[config.mk]
export PLATFORM = sky130hd
export DESIGN_NAME = iceboard_rx_conditioner
export DESIGN_NICKNAME = d
export VERILOG_FILES = /design/src/rtl/iceboard_rx_conditioner.sv
export SDC_FILE = /design/constraint.sdc
export NUM_CORES = 1
export LEC_CHECK = 0
export CAP_MARGIN = 20
export CORE_MARGIN = 2
export CORE_UTILIZATION = 62
export CTS_CLUSTER_SIZE = 40
export DETAILED_ROUTE_END_ITERATION = 7
export GPL_TIMING_DRIVEN = 0
export PLACE_DENSITY = 0.85
export SETUP_SLACK_MARGIN = 0.05
export SYNTH_ARGS = -nofsm -noshare
export SYNTH_HDL_FRONTEND = slang
export SYNTH_SLANG_ARGS = --single-unit
export TNS_END_PERCENT = 10
[constraint.sdc]
create_clock -name clk -period 6.34 [get_ports clk]
set_clock_uncertainty 0.1 [all_clocks]
set_input_delay 1.268 -clock clk [delete_from_list [all_inputs] [get_ports clk]]
set_output_delay 1.268 -clock clk [all_outputs]
set_load 0.03 [all_outputs]
[src/rtl/iceboard_rx_conditioner.sv]
// ---------------------------------------------------------------------------
// iceboard_rx_conditioner
//
// Pin-side front end for the iceboardcontrol UART receive lines. Each
// asynchronous rx pin is synchronised, deglitched by a run-length filter,
// watched for a stuck-low condition (break or unplugged board), and its
// rejected glitches are counted for diagnostics.
//
// Ports:
//   clk         system clock (clk_clk domain)
//   reset_n     synchronous reset, active low
//   rx_pin      raw asynchronous rx pins, idle high, one per channel
//   rx_out      conditioned rx towards soc_system iceboardcontrol_N rx
//   break_det   per channel, 1 while the filtered line has been low for at
//               least BREAK_CYCLES cycles
//   glitch_cnt  saturating glitch counters, channel 0 in [CNT_W-1:0]
//   clear_cnt   single-cycle pulse that zeroes every glitch counter
//
// Configuration macro:
//   BREAK_MASK_EN  when defined, rx_out is held at 1 while break_det is set
//                  so the downstream UART sees idle instead of a stream of
//                  framing errors. Without it rx_out always follows the
//                  filtered level and break_det is status only.
// ---------------------------------------------------------------------------
module iceboard_rx_conditioner #(
  parameter int NUM_CH       = 3,
  parameter int SYNC_STAGES  = 2,
  parameter int FILTER_LEN   = 4,
  parameter int BREAK_CYCLES = 50000,
  parameter int CNT_W        = 16
) (
  input  logic                    clk,
  input  logic                    reset_n,
  input  logic [NUM_CH-1:0]       rx_pin,
  output logic [NUM_CH-1:0]       rx_out,
  output logic [NUM_CH-1:0]       break_det,
  output logic [NUM_CH*CNT_W-1:0] glitch_cnt,
  input  logic                    clear_cnt
);

  localparam int RUN_W = $clog2(FILTER_LEN);
  localparam int BRK_W = $clog2(BREAK_CYCLES + 1);
  localparam logic [RUN_W-1:0] RUN_LAST  = RUN_W'(FILTER_LEN - 1);
  localparam logic [BRK_W-1:0] BRK_LIMIT = BRK_W'(BREAK_CYCLES);

  typedef enum logic [1:0] {
    BRK_IDLE,
    BRK_LOW,
    BRK_BREAK
  } brk_state_e;

  logic [SYNC_STAGES-1:0] sync_q  [NUM_CH];
  logic [SYNC_STAGES-1:0] sync_d  [NUM_CH];
  logic [RUN_W-1:0]       run_q   [NUM_CH];
  logic [RUN_W-1:0]       run_d   [NUM_CH];
  logic [CNT_W-1:0]       gcnt_q  [NUM_CH];
  logic [CNT_W-1:0]       gcnt_d  [NUM_CH];
  logic [BRK_W-1:0]       bcnt_q  [NUM_CH];
  logic [BRK_W-1:0]       bcnt_d  [NUM_CH];
  brk_state_e             state_q [NUM_CH];
  brk_state_e             state_d [NUM_CH];
  logic [NUM_CH-1:0]      filt_q;
  logic [NUM_CH-1:0]      filt_d;
  logic [NUM_CH-1:0]      break_q;
  logic [NUM_CH-1:0]      break_d;
  logic [NUM_CH-1:0]      glitch;

  // Synchroniser shift, run-length filter and glitch counters.
  // The filter only looks at the last synchroniser stage; a level change is
  // accepted on the FILTER_LEN-th consecutive mismatching sample, and a
  // mismatch run that ends early is a glitch.
  always_comb begin
    for (int ch = 0; ch < NUM_CH; ch++) begin
      sync_d[ch] = {sync_q[ch][SYNC_STAGES-2:0], rx_pin[ch]};
      filt_d[ch] = filt_q[ch];
      run_d[ch]  = run_q[ch];
      glitch[ch] = 1'b0;

      if (sync_q[ch][SYNC_STAGES-1] != filt_q[ch]) begin
        if (run_q[ch] == RUN_LAST) begin
          filt_d[ch] = sync_q[ch][SYNC_STAGES-1];
          run_d[ch]  = '0;
        end else begin
          run_d[ch] = run_q[ch] + RUN_W'(1);
        end
      end else if (run_q[ch] != '0) begin
        run_d[ch]  = '0;
        glitch[ch] = 1'b1;
      end

      // Clear has priority over a same-cycle increment; saturate, never wrap.
      gcnt_d[ch] = gcnt_q[ch];
      if (clear_cnt) begin
        gcnt_d[ch] = '0;
      end else if (glitch[ch] && (gcnt_q[ch] != '1)) begin
        gcnt_d[ch] = gcnt_q[ch] + CNT_W'(1);
      end
    end
  end

  // Break detector, one FSM per channel, driven by the filtered level.
  // Transitions use filt_d so that the counter reads 1 in the first
  // filtered-low cycle and break_det drops in the same cycle the filtered
  // level returns high.
  always_comb begin
    for (int ch = 0; ch < NUM_CH; ch++) begin
      state_d[ch] = state_q[ch];
      bcnt_d[ch]  = bcnt_q[ch];
      break_d[ch] = break_q[ch];

      case (state_q[ch])
        BRK_IDLE: begin
          if (!filt_d[ch]) begin
            bcnt_d[ch] = BRK_W'(1);
            if (BRK_LIMIT == BRK_W'(1)) begin
              state_d[ch] = BRK_BREAK;
              break_d[ch] = 1'b1;
            end else begin
              state_d[ch] = BRK_LOW;
            end
          end
        end
        BRK_LOW: begin
          if (filt_d[ch]) begin
            state_d[ch] = BRK_IDLE;
            bcnt_d[ch]  = '0;
          end else begin
            bcnt_d[ch] = bcnt_q[ch] + BRK_W'(1);
            if ((bcnt_q[ch] + BRK_W'(1)) == BRK_LIMIT) begin
              state_d[ch] = BRK_BREAK;
              break_d[ch] = 1'b1;
            end
          end
        end
        BRK_BREAK: begin
          if (filt_d[ch]) begin
            state_d[ch] = BRK_IDLE;
            bcnt_d[ch]  = '0;
            break_d[ch] = 1'b0;
          end
        end
        default: begin
          state_d[ch] = BRK_IDLE;
          bcnt_d[ch]  = '0;
          break_d[ch] = 1'b0;
        end
      endcase
    end
  end

  // State registers; reset returns every channel to an idle-high line.
  always_ff @(posedge clk) begin
    if (!reset_n) begin
      filt_q  <= '1;
      break_q <= '0;
      for (int ch = 0; ch < NUM_CH; ch++) begin
        sync_q[ch]  <= '1;
        run_q[ch]   <= '0;
        gcnt_q[ch]  <= '0;
        bcnt_q[ch]  <= '0;
        state_q[ch] <= BRK_IDLE;
      end
    end else begin
      filt_q  <= filt_d;
      break_q <= break_d;
      for (int ch = 0; ch < NUM_CH; ch++) begin
        sync_q[ch]  <= sync_d[ch];
        run_q[ch]   <= run_d[ch];
        gcnt_q[ch]  <= gcnt_d[ch];
        bcnt_q[ch]  <= bcnt_d[ch];
        state_q[ch] <= state_d[ch];
      end
    end
  end

  // Outputs are built only from registers.
`ifdef BREAK_MASK_EN
  assign rx_out = filt_q | break_q;
`else
  assign rx_out = filt_q;
`endif

  assign break_det = break_q;

  for (genvar g = 0; g < NUM_CH; g++) begin : g_cnt_out
    assign glitch_cnt[g*CNT_W +: CNT_W] = gcnt_q[g];
  end

endmodule

==> results.md, run 1 <==
* Routed Wire Length at 15390 um
* CP bufs+invs at 1
* Synth Instances at 780
* Fin. Hold Viols at 0
* CTS tree: yes
* Main flop type after synthesis: dfxtp_1
* Worst path max stage delay at 0.73 ns
* Vias in the first global route at 5615
* Sequential power share at 42.5%
* Final Non-Filler Cells at 1004
* Pre-CTS setup slack at 3.090 ns
* Post-synth ARST share at 0%
* Final min period at 3.044 ns
* Clock latency on the worst-skew pair at 0.52 ns
* P_int at 1.439 mW
* Crit Path Class: register to primary output
* Placed Area at 7076 um2
* Post-CTS Resized at 0
* DR WL/cell at 15.33 um
* 1st-iter DRT viols at 332
* Final Slew Violations at 0
* First-pass iteration count of the detailed router at 5
* Critical Path AT at 1.68 ns
* #FFs+latches synth at 120
* CTS Buf Count at 17
* Max Freq at 0.3286 GHz
* Initial Utilization at 64.35%
* Total Nets Final at 878
* Max-Cap Viols at 0
* Setup bufs post-CTS at 0
* Unrepaired setup endpoints after global routing: false
* Setup crit end kind: primary output
* Clk sink count at 120
* Cell row count at 36
* Die W at 105.0 um
* Worst hold stages at 1
* Fillers at 679
* Biggest area consumer among synthesized cells: dfxtp_1
* Sw frac at 19.77%
* Fin crit share at 48.01%
* Area of the multi-input gates at 3687 um2
* Max IR drop VDD at 0.2188 mV
* H-tree depth at 4
* Hold_buf cts at 0
* Share of layout cells above drive strength 1 at 6.085%
* Cell area power density at 233.3 nW/um2
* EDFF count, synth at 0
* Syn Area/Cell at 8.101 um2
* Final setup violation count at 0
* Setup slack after layout at 3.296 ns
* Mapped Nets at 800
* CP Launch Type: register
* Clock transition at path regs at 0.06 ns
* Antenna diode count at 0
* Clk pwr share at 55.4%
* Ys Warns at 0
* Grt total ovfl at 0
* Slowest stage cell, crit path: clkdlybuf4s50_1
* Post-DP HPWL at 10550 um
* Synth top area share at 38.02%
* GRT Total Usage at 28.41%
* Post-synth top cells: dfxtp_1, nor2_1, nand2_1
* Gpl congestion at 0.8728
* Post-Synthesis Cell Area at 6319 um2
* # DRC at 0
* Die footprint at 11010 um2
* Worst Tran Pin Value at 0.8958 ns
* Switch Pwr at 354.6 uW
* HP Class: register to register
* Post-synthesis sequential area ratio at 38.02%
* Crit-path max FO at 6
* Via/cell ratio at 5.946
* Final core utilization at 78.29%
* Area grow syn2layout at 21.66%
* Final Power at 1.793 mW
* Via count at 5970
* Post-route ant nets at 0
* Largest delay contributor family on the critical path: buffers and inverters
* Hold_ws at 0.3136 ns
* Placed instance count at 972
* Post-Route Setup TNS at 0 ns
* Largest cells by area after synthesis: dfxtp_1, nor2_1, xor2_1
* Initial antenna violation count at 0
* Outcome: complete, no violations
* Combinational power share at 2.1%
* Worst-case reg-to-reg path depth at 6
* Clock Tree Root: clkbuf_8
* Distinct cells, synth at 60
* Static Leak at 2.672 nW
* Post-Layout Inst Area at 7687 um2
* Ports at 60
* Sequential Area at 2402 um2
* Largest net degree at the start of global routing at 17
* Worst endpoint required time at 4.97 ns
* Global-route wire length before repair at 25670 um
* Most frequent cell after synthesis: dfxtp_1
* IO Port Bufs at 59
* Cell Chain, Critical Path: clkdlybuf4s50_1
* Max_slew headroom at 39.73%
* Die H at 105.0 um
* Clk buf depth at 2
* Core Area at 9819 um2
* Crit. path cell count at 1
==> power groups by stage <==
stage	Sequential, mW	Clock, mW	Combinational (mW)
2_1_floorplan	0.778	0	0.0226
3_3_place_gp	0.777	0	0.0368
3_5_place_dp	0.777	0	0.0378
4_1_cts	0.761	1.00	0.0382
5_1_grt	0.761	1.04	0.0421
6_report	0.761	0.993	0.0384
==> kinds of logic after synthesis <==
logic type	share of synthesized area, %
and+or+nand+nor	30.51
AOI/OAI and AO/OA	15.11
DFF	38.02
xor gates and xnor gates	8.178
buffers and inverters	3.624
adders and majority gates	2.772
muxes	1.782
==> placed cells by master, fill, tap and decap left out, types with 10 or more instances in the layout <==
cell and n:
a21oi_1 23, and2_1 19, nor4_1 13, nand2b_1 16
clkdlybuf4s50_1 59, o21ai_0 54, or3_1 10, nor3_1 28
a21boi_0 14, clkbuf_1 31, dfxtp_1 120, inv_1 21
nand3_1 44, nand2_1 68, clkbuf_16 16, nor2_1 89
and3_1 11, a31oi_1 12, ha_1 14, nand4_1 24
nor2b_1 20, xor2_1 35, xnor2_1 24
==> final timing paths <==
kind | slack, ns | to | startpoint
setup reg to reg | 3.88 | gcnt_q[0][9] | rx_out[0]
hold reg to reg | 0.31 | sync_q[0][5] | sync_q[0][4]
hold / removal | 0.31 | sync_q[0][5] | sync_q[0][4]
setup / recovery | 3.30 | glitch_cnt[45] | gcnt_q[0][45]
==> registers in the layout, summed over array words and instances, names as in the netlist <==
signal	count
rx_out	3
run_q	6
bcnt_q	48
gcnt_q	48
sync_q	6
state_q	6
break_det	3
==> layout make-up <==
type	instances	share of cell area (%)
Clock inverter	9	1.888
Multi-Input combinational cell	602	47.97
Sequential cell	120	31.25
Inverter	21	1.025
Timing Repair Buffer	59	7.682
Buffer	37	1.953
Clock buffer	23	6.071
Tap cell	133	2.165
==> per-layer routing <==
| metal | track usage [%] | vias up | part of all wire [%] |
|---|---|---|---|
| li1 | - | 2918 | - |
| met1 | 33.39 | 2817 | 42 |
| met2 | 49.49 | 207 | 50 |
| met3 | 6.613 | 28 | 5.5 |
| met4 | 12.00 | 0 | 1.7 |
| met5 | 0 | - | 0 |
(Power assumes the default switching activity.)
==> inputs of run 2 (changes only) <==
- CORE_UTILIZATION: 62 -> 52
- PLACE_DENSITY: 0.85 -> 0.76
- clock period: 6.34 -> 2.5 ns (I/O delays scaled with it)
==> results.md, run 2 (same netlist as run 1, synthesis figures left out) <==
* Die footprint at 13050 um2 (+18%)
* Final setup violation count at 0 (unchanged)
* Clk sink count at 120 (unchanged)
* Hold_ws at 0.3134 ns (-0.0002540 ns)
* Ports at 60 (unchanged)
* Final Power at 4.608 mW (+160%)
* Share of layout cells above drive strength 1 at 7.437% (+1.4 points)
* Clock latency on the worst-skew pair at 0.42 ns (-0.10 ns)
* Max-Cap Viols at 0 (unchanged)
* Worst endpoint required time at 2.72 ns (-2.25 ns)
* Max_slew headroom at 48.42% (+8.7 points)
* Fin. Hold Viols at 0 (unchanged)
* Worst path max stage delay at 0.49 ns (-0.24 ns)
* Initial antenna violation count at 0 (unchanged)
* Cell Chain, Critical Path: ha_1, buf_2, nand4_4, nor4_4, a31oi_1, or4_1, o32ai_1
* Routed Wire Length at 15090 um (-2.0%)
* Fin crit share at 92.06%
* Commonest non-fill, non-tap cells in the layout: dfxtp_1, nor2_1, nand2_1
* H-tree depth at 4 (unchanged)
* Cell row count at 40 (+11%)
* Area grow syn2layout at 23.19%
* Commonest non-fill, non-tap cell in the layout: dfxtp_1
* Post-Layout Inst Area at 7784 um2 (+1.3%)
* Static Leak at 2.701 nW (+1.1%)
* Outcome: complete, no violations
* Cell area power density at 592.1 nW/um2 (+150%)
* Final Slew Violations at 0 (unchanged)
* Crit-path max FO at 8 (+2)
* Max Freq at 0.4345 GHz
* CTS tree: yes
* CTS Buf Count at 17 (unchanged)
* Core Area at 11910 um2 (+21%)
* Placed instance count at 986 (+1.4%)
* Antenna diode count at 0 (unchanged)
* Post-route ant nets at 0 (unchanged)
* DR WL/cell at 14.78 um (-3.6%)
* Slowest stage cell, crit path: or4_1
* Post-DP HPWL at 10330 um (-2.1%)
* Clk buf depth at 2 (unchanged)
* Final min period at 2.301 ns
* Via count at 5989 (+0.32%)
* Via/cell ratio at 5.866 (-1.4%)
* Die H at 114.2 um (+8.8%)
* Largest net degree at the start of global routing at 17 (unchanged)
* GRT Total Usage at 24.09% (-4.3 points)
* Vias in the first global route at 5527 (-1.6%)
* Critical Path AT at 2.52 ns (+0.84 ns)
* Setup slack after layout at 0.1985 ns (-3.098 ns)
* Pre-CTS setup slack at -0.1442 ns (-3.234 ns)
* Clock Tree Root: clkbuf_16
* Placed Area at 7093 um2 (+0.25%)
* Hold_buf cts at 0 (unchanged)
* First-pass iteration count of the detailed router at 6 (+1)
* Grt total ovfl at 0 (unchanged)
* Final Non-Filler Cells at 1021 (+1.7%)
* 1st-iter DRT viols at 424 (+28%)
* # DRC at 0 (unchanged)
* Worst Tran Pin Value at 0.7666 ns (-0.1292 ns)
* Die W at 114.2 um (+8.8%)
* Clock transition at path regs at 0.05 ns (about the same)
* HP Class: register to register
* Max IR drop VDD at 0.5456 mV (+150%)
* Setup crit end kind: register
* Crit Path Class: register to register
* Biggest regs: bcnt_q x48, gcnt_q x48
* CP Launch Type: register
* Gpl congestion at 0.9232 (+5.8%)
* Unrepaired setup endpoints after global routing: false
* Total Nets Final at 881 (+0.34%)
* Global-route wire length before repair at 25430 um (-0.92%)
* IO Port Bufs at 59 (unchanged)
* Initial Utilization at 53.05% (-11 points)
==> run 2: cell count changes in the layout (fill, tap and decap cells not counted), sizes merged <==
cell | previous run | this run
buf | 6 | 9
==> run 2: final timing paths <==
check	from	to	slack (ns)	cells after the start
min	sync_q[0][2]	sync_q[0][3]	0.31	1
max reg2reg	bcnt_q[0][32]	state_q[0][5]	0.20	7
max	bcnt_q[0][32]	state_q[0][5]	0.20	7
min reg2reg	sync_q[0][2]	sync_q[0][3]	0.31	1
==> run 2: what timing repair did <==
| action | in CTS | in global routing |
|---|---|---|
| resized for setup | 1 | 13 |
| pin swaps | 0 | 1 |
| buffers inserted | 0 | 3 |
| endpoints found under the setup margin | 2 | 26 |
| endpoints found under the hold margin | 0 | 0 |
==> run 2: routing by layer <==
layer  vias up  part of all wire (%)  GRT usage [%]
li1       2945                     -              -
met1      2786                    45          30.53
met2       221                    47          39.09
met3        37                   5.8          5.611
met4         0                   2.4          10.98
met5         -                     0              0
==> run 2: per-stage QoR <==
| stage | util (%) | TNS (ns) |
|---|---|---|
| finish | 65.35 | 0 |
| global route | 65.35 | 0 |
| CTS | 64.83 | 0 |
| detailed placement | 59.55 | -2.080 |
| global placement | 59.55 | -1.688 |
| floorplan | - | 0 |
==> run 2: layout make-up <==
class / instances / area, um2
buffer: 37 / 152.6
clock buffer: 23 / 478.0
clock inverter: 9 / 145.1
fill: 977 / 4128
inverter: 21 / 78.83
multi-input combinational: 602 / 3729
sequential: 120 / 2404
tap: 147 / 183.9
timing repair buffer: 62 / 613.1
==> run 2: power by group <==
part,internal (mW),switching (mW)
clock,1.74,0.843
sequential,1.92,0.00815
combinational,0.0363,0.0612
total,3.70,0.912
==> run 2: critical path: cells and delay by family, from the launching register on <==
family                   cells  cell delay (ns)
AND/OR/NAND/NOR              3             0.97
flip-flops                   1             0.45
AO/OA/AOI/OAI                2             0.29
buffers and inverters        1             0.21
adder cells (fa/ha/maj)      1             0.18
==> inputs of run 3 (changes only) <==
- CORE_UTILIZATION: 52 -> 62
- PLACE_DENSITY: 0.76 -> 0.85
- clock period: 2.5 -> 2.76 ns (I/O delays scaled with it)
==> results of run 3 <==
The final DEF is identical to that of run 1. Status: complete, no violations.
Main changes from that run: setup slack after placement 3.090 ns -> 0.2257 ns; setup slack after layout 3.296 ns -> 0.3016 ns; start point of the critical path gcnt_q[0][45] -> rx_out[0]; end point of the critical path glitch_cnt[45] -> gcnt_q[0][9]; register-to-register setup slack 3.88 ns -> 0.30 ns; total power 1.793 mW -> 4.119 mW; worst IR drop on VDD 0.2188 mV -> 0.5026 mV
